`src/rtl/display_sequencer.sv`:
```
// display_sequencer: turns three debounced buttons and an auto-advance prescaler
// into one-cycle commands for a digit FSM, tracking its position and blank state.
// Ports: clock/reset (async, active-high); btn_fwd, btn_back, btn_blank raw buttons;
// mode_auto enables forward steps on each tick; entradas command (00 hold, 01 fwd,
// 10 back, 11 blank); step_idx shadow position 0..8; blanked shadow blank flag;
// tick prescaler wrap pulse.
module display_sequencer #(
    parameter int DIV = 50000000,
    parameter int DEB = 1000000
) (
    input  logic       clock,
    input  logic       reset,
    input  logic       btn_fwd,
    input  logic       btn_back,
    input  logic       btn_blank,
    input  logic       mode_auto,
    output logic [1:0] entradas,
    output logic [3:0] step_idx,
    output logic       blanked,
    output logic       tick
);
    localparam int PW = (DIV > 2) ? $clog2(DIV) : 1;
    localparam int CW = (DEB > 1) ? $clog2(DEB + 1) : 1;
    typedef enum logic {RUN, BLANK} state_t;
    state_t state, state_nxt;
    logic [2:0] raw, sync1, sync2, deb, deb_q, ev;
    logic [CW-1:0] cnt [3];
    logic [PW-1:0] pcnt;
    logic [1:0] cmd;
    logic [3:0] step_nxt;
    // bit 0 fwd, bit 1 back, bit 2 blank
    assign raw = {btn_blank, btn_back, btn_fwd};
    assign ev = deb & ~deb_q;
    assign tick = pcnt == PW'(DIV - 1);
    assign blanked = state == BLANK;
    // synchronizers, debounce counters and the press-edge history
    always_ff @(posedge clock or posedge reset) begin
        if (reset) begin
            sync1 <= '0;
            sync2 <= '0;
            deb <= '0;
            deb_q <= '0;
            for (int i = 0; i < 3; i++) cnt[i] <= '0;
        end else begin
            sync1 <= raw;
            sync2 <= sync1;
            deb_q <= deb;
            for (int i = 0; i < 3; i++) begin
                if (sync2[i] == deb[i]) cnt[i] <= '0;
                else if (cnt[i] == CW'(DEB - 1)) begin
                    deb[i] <= sync2[i];
                    cnt[i] <= '0;
                end else cnt[i] <= cnt[i] + 1'b1;
            end
        end
    end
    always_ff @(posedge clock or posedge reset) begin
        if (reset) pcnt <= '0;
        else pcnt <= tick ? '0 : pcnt + 1'b1;
    end
    always_ff @(posedge clock or posedge reset) begin
        if (reset) begin
            state <= RUN;
            step_idx <= '0;
            entradas <= '0;
        end else begin
            state <= state_nxt;
            step_idx <= step_nxt;
            entradas <= cmd;
        end
    end
    always_comb begin
        state_nxt = ev[2] ? BLANK : (ev[1] | ev[0]) ? RUN : state;
    end
    // blank outranks back, back outranks fwd, fwd outranks the auto tick
    always_comb begin
        cmd = ev[2] ? (state == RUN ? 2'b11 : 2'b00) :
              ev[1] ? 2'b10 :
              ev[0] ? 2'b01 :
              (tick && mode_auto && state == RUN) ? 2'b01 : 2'b00;
        step_nxt = ev[2] ? step_idx :
                   state == BLANK ? ((ev[1] | ev[0]) ? 4'd0 : step_idx) :
                   ev[1] ? (step_idx == 4'd0 ? 4'd8 : step_idx - 4'd1) :
                   cmd[0] ? (step_idx == 4'd8 ? 4'd0 : step_idx + 4'd1) : step_idx;
    end
endmodule

```
`config.mk`:
```
export PLATFORM = sky130hd
export DESIGN_NAME = display_sequencer
export DESIGN_NICKNAME = d
export VERILOG_FILES = /design/src/rtl/display_sequencer.sv
export SDC_FILE = /design/constraint.sdc
export NUM_CORES = 1
export LEC_CHECK = 0
export CAP_MARGIN = 25
export CORE_MARGIN = 3
export CORE_UTILIZATION = 38
export CTS_CLUSTER_DIAMETER = 150
export CTS_CLUSTER_SIZE = 12
export DETAILED_ROUTE_END_ITERATION = 7
export PLACE_DENSITY = 0.56
export SETUP_SLACK_MARGIN = 0.4
export SLEW_MARGIN = 40
export SYNTH_ARGS = -nofsm -noshare
export SYNTH_HDL_FRONTEND = slang
export SYNTH_SLANG_ARGS = --single-unit
export TNS_END_PERCENT = 30
```
`constraint.sdc`:
```
create_clock -name clock -period 4.3 [get_ports clock]
set_input_delay 1.075 -clock clock [delete_from_list [all_inputs] [get_ports clock]]
set_output_delay 1.075 -clock clock [all_outputs]
set_load 0.05 [all_outputs]
```
==> results.sh <==
export IMPL_dr_total_vias=3424
export IMPL_dieWidth_um=120.4
export IMPL_status="finished, final reports clean"
export IMPL_post_route_drc=0
export IMPL_path_class="reg2out"
export IMPL_hold_buf_count_cts=0
export IMPL_numCtsBuffers=9
export IMPL_p_per_area_mw_per_mm2=337.8
export IMPL_layout_nets=520
export IMPL_io_buffer_count=13
export IMPL_hold_ep="sync2[2]"
export IMPL_slowest_cp_cell="sky130_fd_sc_hd__clkdlybuf4s50_1"
export IMPL_finalWeightedCongestion=0.8231
export IMPL_drt_initial_drc_count=262
export IMPL_number_of_flops_mapped_to_enable_cells_by_yosys=0
export IMPL_worst_tran_pin_value_ns=0.7312
export IMPL_grt_start_max_net_pins=79
export IMPL_design_die_area_mm2=0.01449
export IMPL_post_route_min_period_ns=3.664
export IMPL_via_per_inst=4.999
export IMPL_hpwl_after_detailed_placement_um=5939
export IMPL_resized_after_cts=0
export IMPL_worst_endpoint_arrival_ns=2.59
export IMPL_rrSetupSlack_ns=1.97
export IMPL_crit_buf_inv=1
export IMPL_vias_in_the_first_global_route=3372
export IMPL_postSynthRegisterBits=105
export IMPL_grt_usage_pct=13.75
export IMPL_starting_density_pct=39.08
export IMPL_grt_pass1_wl_um=16100
export IMPL_grt_overflow_total=0
export IMPL_cpPeakStageDelay_ns=0.85
export IMPL_critical_path_peak_fanout=5
export IMPL_synth_main_ff_cell="sky130_fd_sc_hd__dfrtp_1"
export IMPL_cp_start_kind="flip-flop"
export IMPL_syn_num_nets=505
export IMPL_rsz0062_at_grt="false"
export IMPL_syn_cell_area_mm2=0.004972
export IMPL_final_design_area_no_fill_mm2=0.005597
export IMPL_critical_path_cell_list="ha_1 -> nand3_1 -> or2_2 -> nor4_4 -> clkdlybuf4s50_1"
export IMPL_power_leakage_uw=0.002435
export IMPL_async_flop_share_pct=100.0
export IMPL_power_ir_vdd_worst_mv=0.1870
export IMPL_setup_violations_final=0
export IMPL_yosys_warnings=0
export IMPL_drt_pass1_iter_count=5
export IMPL_cts_post_setup_buffers_inserted=0
export IMPL_clock_path_buffers=2
export IMPL_htree_num_levels=3
export IMPL_worst_r2r_startpoint="pcnt[0]"
export IMPL_tritoncts_clock_tree="yes"
export IMPL_timing_setup_tns_ns=0
export IMPL_max_freq_ghz=0.2729
export IMPL_hold_path_depth=0
export IMPL_cp_required_ns=3.22
export IMPL_diodes=0
export IMPL_worst_slew_margin_rel_pct=50.80
export IMPL_clock_insertion_delay_at_the_later_pin_of_the_skew_report_ns=0.35
export IMPL_ff2ff_path_depth=7
export IMPL_synth_distinct_cells=39
export IMPL_hold_class="reg2reg"
export IMPL_synth_yosys_seq_area_share_pct=52.84
export IMPL_routed_wirelength_um=8987
export IMPL_numClockSinks=105
export IMPL_timing_clock_skew_ns=0.004989
export IMPL_rows=41
export IMPL_ant_nets=0
export IMPL_most_used_cells_in_the_layout_excluding_fill_and_tap_cells="sky130_fd_sc_hd__dfrtp_1, sky130_fd_sc_hd__nor2_1, sky130_fd_sc_hd__xor2_1, sky130_fd_sc_hd__nand3_1, sky130_fd_sc_hd__nand2_1"
export IMPL_r2r_endpoint="step_idx[2]"
export IMPL_timing_final_hold_violations=0
export IMPL_syn_avg_cell_area_um2=10.09
export IMPL_dpl_instance_area_mm2=0.005293
export IMPL_antenna_found_initial=0
export IMPL_worstSetupEndpointType="primary output"
export IMPL_worst_setup_hold_path_clk_slew_ns=0.07
export IMPL_hp_start="sync1[2]"
export IMPL_io_pin_count=14
export IMPL_route_detailed_wl_per_inst_um=13.12
export IMPL_fin_crit_sh_pct=85.22
export IMPL_maxCapViolCount=0
export IMPL_timing_critical_path_max_delay_family="buffers and inverters"
export IMPL_layout_commonest_cell="sky130_fd_sc_hd__dfrtp_1"
export IMPL_layout_core_utilization_pct=43.99
export IMPL_synth_cells=493
export IMPL_cts_root_buf="sky130_fd_sc_hd__clkbuf_16"
export IMPL_final_layout_size_suffix_gt1_share_pct=6.238
export IMPL_floorplan_core_area_mm2=0.01272
export IMPL_layout_area_overhead_vs_synth_pct=12.56
export IMPL_finalMaxSlewViolations=0
export IMPL_die_h_um=120.4
-- synthesized netlist by cell type (all sizes together) (6+ instances only) --
cell type	n	area share [%]
nand2	33	2.5
inv	10	0.75
dfrtp	105	53
nor3	10	1.0
nand3	39	3.9
buf	6	0.60
clkbuf	6	0.45
nor4	12	2.1
nand2b	11	1.4
nor2	95	7.2
mux2	6	1.4
and3	13	1.6
xnor2	29	5.1
xor2	46	8.1
nand4	19	2.4
ha	6	1.5
-- layer usage --
metal,share of wire [%],up-vias,track usage [%]
met4,1.5,0,4.249
met2,44,44,20.99
met1,51,1668,18.67
met5,0,-,0
li1,-,1699,-
met3,3.7,13,4.537
-- logic make-up (layout without fill, tap and decap cells) --
kind of cell / count (synthesis) / after routing / synth area share (%)
adder cells (fa/ha/maj): 6 / 6 / 1.510
buffers and inverters: 22 / 42 / 1.812
XOR/XNOR: 75 / 75 / 13.21
multiplexers: 11 / 11 / 2.365
AND/OR/NAND/NOR: 256 / 256 / 25.74
flip-flops: 105 / 105 / 52.84
AO/OA/AOI/OAI: 18 / 18 / 2.516
-- worst max path at each step --
| stage | from | endpoint | cells after the start |
|---|---|---|---|
| floorplan | reset | blanked | 1 |
| global placement | pcnt[0] | tick | 5 |
| detailed placement | pcnt[0] | tick | 5 |
| CTS | pcnt[0] | tick | 5 |
| global route | pcnt[0] | tick | 5 |
| finish | pcnt[0] | tick | 5 |
-- where the power goes --
group,leakage (uW),switching (uW),internal [uW]
Sequential,0.00143,9.82,997
Combinational,0.000867,35.3,14.0
Clock,0.000142,369,466
-- worst register-to-register path, stage by stage, from the launching register on --
cell                      delay [ns]
sky130_fd_sc_hd__dfrtp_1        0.40
sky130_fd_sc_hd__ha_1           0.20
sky130_fd_sc_hd__nand3_1        0.21
sky130_fd_sc_hd__or2_2          0.39
sky130_fd_sc_hd__nor4_4         0.18
sky130_fd_sc_hd__buf_4          0.28
sky130_fd_sc_hd__a31oi_1        0.23
sky130_fd_sc_hd__mux2_2         0.32
-- layout make-up --
type / instances / area (um2)
clock buffer: 11 / 242.7
timing repair buffer: 16 / 152.6
inverter: 10 / 42.54
tap: 172 / 215.2
fill: 1252 / 7126
clock inverter: 5 / 55.05
multi-input combinational: 366 / 2261
sequential: 105 / 2628
-- through the flow --
step	worst slack, ns	hold slack (ns)	cells	power (uW)
after floorplan	0.4645	0.3312	493	1059
after global placement	1.087	0.3326	669	1076
after detailed placement	1.014	0.3370	669	1078
after CTS	0.6230	0.3530	685	1915
after global routing	0.5072	0.3576	685	1973
final	0.6355	0.3481	685	1891
-- state kept, by name, summed over array words and instances, names as in the netlist --
name,flops
deb_q,3
step_idx,4
entradas,2
cnt,60
pcnt,26
sync1,3
blanked,1
deb,3
sync2,3
Power figures use the tool's default switching activity.
